**src/rtl/beam_combiner.sv**
```systemverilog
// Burst-atomic 3:1 AXI-Stream combiner with source tagging and a sticky burst-length check.
// Two cycles from first input valid to first sink beat; the granted tready is low while the output register is full and the sink stalls.
module beam_combiner #(
    parameter int DATA_W    = 32,
    parameter int MIN_BURST = 1024,
    parameter int MAX_BURST = 65536
) (
    input  logic              i_clk,
    input  logic              i_rst,
    input  logic [DATA_W-1:0] axis_adc0_tdata,
    input  logic              axis_adc0_tvalid,
    input  logic              axis_adc0_tlast,
    output logic              axis_adc0_tready,
    input  logic [DATA_W-1:0] axis_adc1_tdata,
    input  logic              axis_adc1_tvalid,
    input  logic              axis_adc1_tlast,
    output logic              axis_adc1_tready,
    input  logic [DATA_W-1:0] axis_adc2_tdata,
    input  logic              axis_adc2_tvalid,
    input  logic              axis_adc2_tlast,
    output logic              axis_adc2_tready,
    input  logic [1:0]        i_src_sel,
    output logic [DATA_W-1:0] axis_sink_tdata,
    output logic              axis_sink_tvalid,
    output logic              axis_sink_tlast,
    output logic [1:0]        axis_sink_tid,
    input  logic              axis_sink_tready,
    output logic              burst_size_error
);

    typedef enum logic {IDLE, GRANT} state_t;

    localparam logic [17:0] MIN_LEN = 18'(MIN_BURST);
    localparam logic [17:0] MAX_LEN = 18'(MAX_BURST);

    state_t            state_q, state_d;
    logic [1:0]        grant_q, grant_d;
    logic [1:0]        last_grant_q, last_grant_d;
    logic [16:0]       len_q, len_d;
    logic [DATA_W-1:0] dat_q, dat_d;
    logic              vld_q, vld_d;
    logic              last_q, last_d;
    logic [1:0]        tid_q, tid_d;
    logic              err_q, err_d;

    logic [2:0]        in_vld;
    logic              out_free;
    logic              sel_vld, sel_last, accept;
    logic [DATA_W-1:0] sel_dat;
    logic              pick_vld;
    logic [1:0]        pick, rr1, rr2, rr3, force_idx;
    logic [17:0]       burst_len;

    function automatic logic [1:0] next_src(input logic [1:0] g);
        return (g == 2'd2) ? 2'd0 : g + 2'd1;
    endfunction

    assign in_vld   = {axis_adc2_tvalid, axis_adc1_tvalid, axis_adc0_tvalid};
    assign out_free = !vld_q || axis_sink_tready;

    assign axis_adc0_tready = (state_q == GRANT) && (grant_q == 2'd0) && out_free;
    assign axis_adc1_tready = (state_q == GRANT) && (grant_q == 2'd1) && out_free;
    assign axis_adc2_tready = (state_q == GRANT) && (grant_q == 2'd2) && out_free;

    always_comb begin
        sel_vld  = 1'b0;
        sel_last = 1'b0;
        sel_dat  = '0;
        case (grant_q)
            2'd0:    begin sel_vld = axis_adc0_tvalid; sel_last = axis_adc0_tlast; sel_dat = axis_adc0_tdata; end
            2'd1:    begin sel_vld = axis_adc1_tvalid; sel_last = axis_adc1_tlast; sel_dat = axis_adc1_tdata; end
            2'd2:    begin sel_vld = axis_adc2_tvalid; sel_last = axis_adc2_tlast; sel_dat = axis_adc2_tdata; end
            default: ;
        endcase
    end

    assign accept    = (state_q == GRANT) && sel_vld && out_free;
    assign burst_len = {1'b0, len_q} + 18'd1;

    // Round-robin scans the two other sources first and the previous winner last.
    always_comb begin
        rr1       = next_src(last_grant_q);
        rr2       = next_src(rr1);
        rr3       = next_src(rr2);
        force_idx = i_src_sel - 2'd1;
        pick_vld  = 1'b0;
        pick      = 2'd0;
        if (i_src_sel == 2'd0) begin
            if (in_vld[rr1]) begin
                pick_vld = 1'b1;
                pick     = rr1;
            end else if (in_vld[rr2]) begin
                pick_vld = 1'b1;
                pick     = rr2;
            end else if (in_vld[rr3]) begin
                pick_vld = 1'b1;
                pick     = rr3;
            end
        end else if (in_vld[force_idx]) begin
            pick_vld = 1'b1;
            pick     = force_idx;
        end
    end

    always_comb begin
        state_d      = state_q;
        grant_d      = grant_q;
        last_grant_d = last_grant_q;
        len_d        = len_q;
        dat_d        = dat_q;
        vld_d        = vld_q;
        last_d       = last_q;
        tid_d        = tid_q;
        err_d        = err_q;

        if (accept) begin
            dat_d  = sel_dat;
            last_d = sel_last;
            tid_d  = grant_q;
            vld_d  = 1'b1;
        end else if (axis_sink_tready) begin
            vld_d = 1'b0;
        end

        case (state_q)
            IDLE: begin
                if (pick_vld) begin
                    state_d = GRANT;
                    grant_d = pick;
                    len_d   = '0;
                end
            end
            GRANT: begin
                if (accept) begin
                    len_d = (len_q == '1) ? len_q : len_q + 17'd1;
                    if (sel_last) begin
                        state_d      = IDLE;
                        last_grant_d = grant_q;
                        if (burst_len < MIN_LEN || burst_len > MAX_LEN) begin
                            err_d = 1'b1;
                        end
                    end
                end
            end
            default: state_d = IDLE;
        endcase
    end

    always_ff @(posedge i_clk) begin
        if (i_rst) begin
            state_q      <= IDLE;
            grant_q      <= 2'd0;
            last_grant_q <= 2'd2;
            len_q        <= '0;
            dat_q        <= '0;
            vld_q        <= 1'b0;
            last_q       <= 1'b0;
            tid_q        <= 2'd0;
            err_q        <= 1'b0;
        end else begin
            state_q      <= state_d;
            grant_q      <= grant_d;
            last_grant_q <= last_grant_d;
            len_q        <= len_d;
            dat_q        <= dat_d;
            vld_q        <= vld_d;
            last_q       <= last_d;
            tid_q        <= tid_d;
            err_q        <= err_d;
        end
    end

    assign axis_sink_tdata  = dat_q;
    assign axis_sink_tvalid = vld_q;
    assign axis_sink_tlast  = last_q;
    assign axis_sink_tid    = tid_q;
    assign burst_size_error = err_q;

endmodule

```
**config.mk**
```make
export PLATFORM = sky130hd
export DESIGN_NAME = beam_combiner
export DESIGN_NICKNAME = d
export VERILOG_FILES = /design/src/rtl/beam_combiner.sv
export SDC_FILE = /design/constraint.sdc
export NUM_CORES = 1
export LEC_CHECK = 0
export CELL_PAD_IN_SITES_DETAIL_PLACEMENT = 0
export CELL_PAD_IN_SITES_GLOBAL_PLACEMENT = 2
export CORE_ASPECT_RATIO = 1.5
export CORE_MARGIN = 5
export CORE_UTILIZATION = 22
export DETAILED_ROUTE_END_ITERATION = 10
export PLACE_DENSITY = 0.75
export SYNTH_ARGS = -nofsm -noshare
export SYNTH_HDL_FRONTEND = slang
export SYNTH_SLANG_ARGS = --single-unit
```
**constraint.sdc**
```tcl
create_clock -name i_clk -period 2.9 [get_ports i_clk]
set_input_delay 0.725 -clock i_clk [delete_from_list [all_inputs] [get_ports i_clk]]
set_output_delay 0.725 -clock i_clk [all_outputs]
set_load 0.02 [all_outputs]
```
* After elaboration in Yosys (flattened, before gate mapping)
Index checks and enable logic that the tools add are counted.
Operators by class: add/sub/neg operators 6, $lt $le $gt $ge 6, equality and inequality tests 9, mux-type cells 34, bitwise operators 1, reduce and logical (&&, ||, !) cells 18
Operators by type and width (count):
- $pmux 32 s3 | 1
- $mux 17 | 3
- $pmux 17 s2 | 1
- $add 17x1->18 const B | 1
- $gt 18x17->1 const B | 1
- $lt 18x11->1 const B | 1
- $add 17x1->17 const B | 1
- $eq 17x17->1 const B | 1
- $mux 2 | 8
- $mux 1 | 14
- $lt 2x3->1 const B | 4
- $bmux 1 s2 | 4
- $eq 2x2->1 const B | 4
- $logic_and 1x1->1 | 8
- $add 2x1->2 const B | 3
- $pmux 1 s3 | 2
- $reduce_and 3->1 | 2
- $logic_not 2->1 | 2
- $ne 2x2->1 const B | 2
- $reduce_and 4->1 | 1
- $eq 2x1->1 const B | 1
- $logic_or 1x1->1 | 2
- $ne 2x1->1 const B | 1
- $pmux 1 s2 | 1
- 5 further kinds | 5
Storage, ports and cells: register bits 59, input port bits 107, output and inout port bits 40, word-level logic and storage cells 83

* Depth between registers and ports, before layout
Gate-level depths: netlist of run 1.
depth after elaboration 14, gate-level depth with buffers 11

* Worst setup path after synthesis of run 1
OpenSTA, ideal clock, no wires.
path kind reg2reg, start reg len_q[0], end reg len_q[2], library setup time 0.071 ns, arrival time 2.370 ns, setup slack 0.459 ns, cell stages (with the launch flop) 12, period minus slack after synthesis 2.441 ns, cell sequence dfxtp_1 -> ha_1 -> nand3_2 -> or3_1 -> nor3_1 -> ha_1 -> or3b_1 -> buf_2 -> and2_0 -> clkbuf_1 -> o21ai_0 -> a21oi_1
Between the ends: longest elaborated chain between the ends 4, elaborated cells between the ends (all ways) 7
Ends and longest elaborated chain:
- start, declared | RTL line 39 | logic [16:0] len_q, len_d;
- start signal, assigned | RTL line 164 | len_q <= len_d;
- $add 17x1->17 | RTL line 135 | len_d = (len_q == '1) ? len_q : len_q + 17'd1;
- $mux 17 | RTL line 135
- $mux 17 | RTL line 134 | if (accept) begin
- $pmux 17 s2 | RTL line 125 | case (state_q)
Parallel ways exist; a longest one is shown, timed or not. The select of a mux whose other input is x is not followed. A chain may end at the register's enable or synchronous reset.

* Worst setup path in the final report of run 1
start in i_src_sel[0], end reg len_q[4]
Between the ends: longest elaborated chain between the ends 7, elaborated cells between the ends (all ways) 8
Ends and longest elaborated chain:
- start, declared | RTL line 22 | input logic [1:0] i_src_sel,
- $sub 2x1->2 | RTL line 85 | force_idx = i_src_sel - 2'd1;
- $bmux 1 s2 | RTL line 99 | end else if (in_vld[force_idx]) begin
- $mux 1 (not written as such) | RTL line 99
- $mux 1 | RTL line 99
- $mux 1 * | RTL line 88 | if (i_src_sel == 2'd0) begin
- $ne 2x2->1 (no line) *
- $reduce_and 3->1 (no line) *
Mark *: on every way between the ends. The rest lies on a longest branch, timed or not. The select of a mux whose other input is x is not followed.

==> out/qor.yml, run 1 <==
status: "complete, no violations"
power_w: 0.00242
p_clk_frac: 0.398
drtIter0Drc: 86
p_int_w: 0.00173
hold_viol_final: 0
detailed_place_hpwl_um: 9350
utilization: 0.361
leakagePower_nw: 1.88
seq_power_share: 0.366
grt_antenna_before_repair: 0
grt_pass1_vias: 3752
ctsHoldBuffers: 0
drv_cap: 0
worstSetupStartpoint: "i_src_sel[0]"
netlist_area_mm2: 0.00337
die_h_um: 162
yosysTopAreaCell: "dfxtp_1"
cts_made_buffers: 9
ys.flop_type: "dfxtp_1"
place_congestion: 0.841
fin_tns_setup_ps: 0
core-area_mm2: 0.0151
via_count: 3695
fin_area_mm2: 0.00544
drc_errors: 0
nets: 706
yosysWarningCount: 0
drv_slew: 0
clock_skew_ps: 5.02
wl_per_cell_um: 15.1
tritoncts: "yes"
ys_seq_area_frac: 0.350
cts_htree_levels: 3
swShare: 0.284
max_freq_ghz: 0.389
insertion_delay_ps: 330
critPathArrivalTime_ps: 2750
r2r-start: "len_q[1]"
cts.sinks: 59
relSlewSlack: 0.504
clock_path_buffers: 2
grt_pass1_wl_um: 19600
wirelength_um: 12100
worstPathRequired_ps: 3070
netlist_instances: 445
fp.dieW_um: 111
io_buffers: 146
tightest_slew_ps: 744
drive_above_1_share: 0.0948
cp_max_fo: 7
synthArstFlopShare: 0
synth_seq_cells: 59
cts_setup_buffers: 0
grt_max_degree: 41
start_util: 0.224
rows: 55
start_kind: "primary input"
cts_root_buffer: "clkbuf_16"
hp-class: "register to register"
netlist_top_cells_area: "dfxtp_1 35%, mux2i_1 11%, nor2_1 7.2%"
ant_nets: 0
place_area_mm2: 0.00516
p_sw_w: 0.000686
track_usage: 0.135
comb_power_share: 0.236
clk_pin_slew_ps: 60
n_antenna_cell: 0
dp_cells: 784
ios: 147
synthToLayoutAreaGrowth_pct: 61.4
path_class: "primary input to register"
setup_viol: 0
routed_via_density: 4.62
ir_worst_vdd_uv: 222
final-instance-count-excl-fill: 800
p_per_area_mw_per_mm2: 445
yosysTopAreaCellShare: 0.350
grt.overflow.total: 0
nFillCells: 1610
dr.pass1.iters: 4
yosysUniqueCellTypes: 50
synth.avg_cell_area_um2: 7.57
synth_edf_count: 0
syn_nets: 555
grt_setup_unrepaired: "false"
ctsResizeCount: 0
dieArea_mm2: 0.0179
min_period_ps: 2570
finalCritPeriodShare: 0.887
min_from: "axis_sink_tdata[23]"
end_kind: "register"
-- worst paths after layout --
kind	endpoint	slack, ps	cells past startpoint
max reg2reg	len_q[12]	380	9
min reg2reg	axis_sink_tdata[23]	460	2
min	axis_sink_tdata[23]	460	2
max	len_q[4]	330	9
-- critical path: stages --
cell and delay [ps]:
clkdlybuf4s50_1 470, inv_1 60, ha_1 330, and3b_1 180, o31ai_1 270, nand3b_1 160, and2_1 280, o21ai_0 190
a21oi_1 90
-- sequential cells by signal, summed over array words and instances, names as in the netlist --
| name | cells |
|---|---|
| len_q | 17 |
| axis_sink_tid | 2 |
| grant_q | 2 |
| state_q | 1 |
| axis_sink_tvalid | 1 |
| axis_sink_tdata | 32 |
| axis_sink_tlast | 1 |
| last_grant_q | 2 |
| burst_size_error | 1 |
-- power by group through the flow --
| stage | registers, W | clock network (W) | logic [W] |
|---|---|---|---|
| after floorplan | 0.000945 | 0 | 0.000209 |
| after global placement | 0.000900 | 0 | 0.000578 |
| after detailed placement | 0.000902 | 0 | 0.000581 |
| after CTS | 0.000885 | 0.000992 | 0.000583 |
| after global routing | 0.000890 | 0.00104 | 0.000624 |
| final | 0.000884 | 0.000963 | 0.000572 |
-- cell families after synthesis --
logic type                 Yosys count  synth area share
AOI/OAI and AO/OA                   99             0.182
xor gates and xnor gates             5            0.0130
adders and majority gates            3            0.0111
buffers and inverters               40            0.0531
DFF                                 59             0.350
muxes                               37             0.110
and+or+nand+nor                    202             0.281
-- stage by stage --
stage / setup WS (ps) / hold slack [ps]
floorplan: 459 / 465
global placement: -45.5 / 443
detailed placement: -100 / 449
CTS: 1.03 / 457
global route: 47.2 / 486
finish: 328 / 455
-- cell usage in the layout, fill, tap and decap left out, types with 3 or more instances in the layout --
cell type,count
nand2_1,58
nand4_1,3
nor4_1,3
a311oi_1,7
a21oi_1,36
and3_1,5
nor3_1,26
nand2b_1,7
o21ai_0,20
inv_1,4
clkdlybuf4s50_1,142
dfxtp_1,57
or3_1,4
a211oi_1,21
clkinv_2,3
clkbuf_16,9
a31oi_1,4
clkinvlp_4,4
buf_4,29
mux2i_1,37
nor2_1,65
ha_1,3
xnor2_1,3
nand3_1,10
dlymetal6s2s_1,3
-- cells in the mapped netlist (2+ instances only) --
cell type	n
nor3_1	26
or3_1	4
inv_1	4
a31oi_1	4
nor4_1	3
xor2_1	2
nand4b_1	2
nand2b_1	7
nand3_2	2
nand4_1	3
clkbuf_2	2
ha_1	3
o21ai_0	20
nand3_1	10
mux2i_1	37
buf_1	4
buf_4	2
nor2b_1	4
and3_1	5
xnor2_1	3
nand3b_1	2
nand2_1	58
buf_2	9
o21ai_1	2
nor2_1	65
a311oi_1	7
clkbuf_1	18
dfxtp_1	59
a211oi_1	21
a21oi_1	36
or4_1	2
-- layer usage --
layer | GRT usage | up-vias | part of all wire
li1 | - | 1886 | -
met1 | 0.138 | 1683 | 0.37
met2 | 0.250 | 105 | 0.54
met3 | 0.0401 | 21 | 0.061
met4 | 0.0642 | 0 | 0.031
met5 | 0 | - | 0
-- layout make-up --
class | instances | area (um2) | share of cell area
sequential | 59 | 1180 | 0.218
multi-input combinational | 346 | 2020 | 0.371
clock buffer | 9 | 225 | 0.0414
clock inverter | 7 | 45.0 | 0.00828
tap | 199 | 249 | 0.0458
timing repair buffer | 176 | 1700 | 0.313
inverter | 4 | 15.0 | 0.00276
Note: power is estimated with default switching activity, not from simulation.
==> run 2, diff against run 1 <==
Settings changed: ABC_AREA from default to 1, CORE_UTILIZATION 22 to 21, PLACE_DENSITY 0.75 to 0.77.
==> run 2 against run 1 <==
Net effect:
- clock skew rose by 0.67 ps
- total power increased by 12%
- sequential cell count is the same
- cell area is 0.51% lower
- combinational power rose by 10%
- worst setup slack worse by 79 ps
- largest cell class unchanged
- first-iteration DRC count rose by 41%
- via count up 7.1%
- hold slack worse by 5.7 ps
- highest routed layer unchanged
- wire length up 7.6%
- critical path type is now primary input to primary output
==> out/qor.yml, run 2 <==
relSlewSlack: 0.647  # +0.143
core-area_mm2: 0.0157  # +4.1%
ys.flop_type: "dfxtp_1"
leakagePower_nw: 2.11  # +12%
wirelength_um: 13000  # +7.6%
r2r-start: "len_q[7]"
nets: 801  # +13%
grt_antenna_before_repair: 0  # unchanged
die_h_um: 165  # +2.2%
tritoncts: "yes"
drtIter0Drc: 121  # +41%
synthArstFlopShare: 0  # unchanged
fp.dieW_um: 113  # +2.2%
status: "complete, no violations"
place_congestion: 0.845  # +0.46%
dieArea_mm2: 0.0187  # +4.5%
cts_setup_buffers: 0  # unchanged
p_per_area_mw_per_mm2: 499  # +12%
drv_cap: 0  # unchanged
track_usage: 0.140  # +0.00514
most-common-layout-cells: "183 x nand2_1, 143 x clkdlybuf4s50_1, 65 x a21oi_1, 59 x nand3_1, 59 x dfxtp_1"
cts_htree_levels: 3  # unchanged
detailed_place_hpwl_um: 10100  # +8.0%
synthToLayoutAreaGrowth_pct: 60.5
place_area_mm2: 0.00509  # -1.4%
yosysTopAreaCell: "dfxtp_1"
dr.pass1.iters: 5  # +1
via_count: 3957  # +7.1%
insertion_delay_ps: 330  # about the same
cts_made_buffers: 9  # unchanged
min_period_ps: 2650  # +79.1 ps
ant_nets: 0  # unchanged
netlist_instances: 546  # +23%
grt_setup_unrepaired: "false"
start_util: 0.215  # -0.00874
finalCritPeriodShare: 0.914  # +0.0273
yosysWarningCount: 0  # unchanged
worstPathRequired_ps: 2170  # -900 ps
end_kind: "primary output"
yosysTopAreaCellShare: 0.350  # about the same
max_freq_ghz: 0.377  # -3.0%
fin_tns_setup_ps: 0  # unchanged
synth.most_common_cell: "nand2_1"
wl_per_cell_um: 14.5  # -4.3%
netlist_top_cells_area: "dfxtp_1 35%, nand2_1 20%, a21oi_1 9.6%"
synth_seq_cells: 59  # unchanged
synth.avg_cell_area_um2: 6.18  # -18%
critPathArrivalTime_ps: 1930  # -820 ps
n_antenna_cell: 0  # unchanged
clock_skew_ps: 5.69  # +0.670 ps
min_from: "burst_size_error"
drc_errors: 0  # unchanged
rows: 56  # +1.8%
fin_area_mm2: 0.00541  # -0.51%
hold_viol_final: 0  # unchanged
grt_max_degree: 51  # +24%
clock_path_buffers: 2  # unchanged
grt_pass1_wl_um: 20800  # +6.0%
synth_edf_count: 0  # unchanged
setup_viol: 0  # unchanged
worstSetupStartpoint: "axis_sink_tready"
drv_slew: 0  # unchanged
multi_input_area_mm2: 0.00189  # -6.4%
netlist_area_mm2: 0.00337  # about the same
largest_reg_flops: 32  # unchanged
hp-class: "register to register"
grt.overflow.total: 0  # unchanged
nFillCells: 1729  # +7.4%
grt_pass1_vias: 4010  # +6.9%
start_kind: "primary input"
cts.sinks: 59  # unchanged
syn_nets: 656  # +18%
path_class: "primary input to primary output"
tightest_slew_ps: 524  # -220 ps
ios: 147  # unchanged
routed_via_density: 4.40  # -4.7%
ys_seq_area_frac: 0.350  # about the same
yosysUniqueCellTypes: 31  # -38%
cts_root_buffer: "clkbuf_16"
synth_common_cells: "183 x nand2_1, 65 x a21oi_1, 59 x dfxtp_1, 59 x nand3_1, 49 x inv_1"
seq_area_mm2: 0.00118  # -0.21%
cp_max_fo: 3  # -4
ir_worst_vdd_uv: 203  # -8.3%
io_buffers: 146  # unchanged
drive_above_1_share: 0.0546  # -0.0402
clk_pin_slew_ps: 50  # about the same
layout_commonest_cell: "nand2_1"
## run 2: cell count changes after synthesis, sizes merged, moves of 28 or more
cell,delta
nor2,-28
nand2,+126
inv,+47
nand3,+48
mux2i,-37
a21oi,+29
## run 2: power by group
| group | switching, W | internal [W] |
|---|---|---|
| logic | 0.000330 | 0.000301 |
| clock network | 0.000382 | 0.000794 |
| registers | 0.0000319 | 0.000861 |
## run 2: area by class of cell
cell class                 instances  share of cell area
clock inverter                     5              0.0139
tap                              203              0.0469
clock buffer                      11              0.0467
multi-input combinational        411               0.349
timing repair buffer             159               0.290
inverter                          51              0.0354
sequential                        59               0.218
## run 2: cells by family after synthesis
group                      Yosys count  share of synthesized area
DFF                                 59                      0.350
buffers and inverters               76                     0.0894
AOI/OAI and AO/OA                  108                      0.170
and+or+nand+nor                    296                      0.369
adders and majority gates            3                     0.0111
xor gates and xnor gates             4                     0.0104
## run 2: path summary, 6_finish.rpt
| check | to | slack, ps | cells after the start |
|---|---|---|---|
| max reg2reg | len_q[5] | 420 | 9 |
| min reg2reg | burst_size_error | 450 | 2 |
| min | burst_size_error | 450 | 2 |
| max | axis_adc0_tready | 250 | 6 |
## run 2: timing repair
item,CTS,global route
endpoints found under the setup margin,3,0
hold endpoints to repair,0,0
resized for setup,3,0
hold buffers,0,0
## run 2: stage by stage
step           hold slack (ps)  power [W]   util  setup WS (ps)  instances
6_report                   450    0.00270  0.345            249        899
5_1_grt                    485    0.00284  0.345            121        899
4_1_cts                    454    0.00275  0.345            212        899
3_5_place_dp               446    0.00156  0.324          -50.3        883
3_3_place_gp               449    0.00155  0.324          -37.6        883
2_1_floorplan              475    0.00121      -            895        546
## run 2: metal layers
metal,vias up,part of all wire,GRT usage
li1,2074,-,-
met1,1730,0.38,0.154
met2,131,0.51,0.248
met3,22,0.075,0.0481
met4,0,0.028,0.0536
met5,-,0,0
## run 2: worst max-delay path, stage by stage
cell and delay, ps:
clkdlybuf4s50_1 410, nor2_1 180, inv_1 90, nand2_1 130, nor2_1 60, dlygate4sd2_1 330
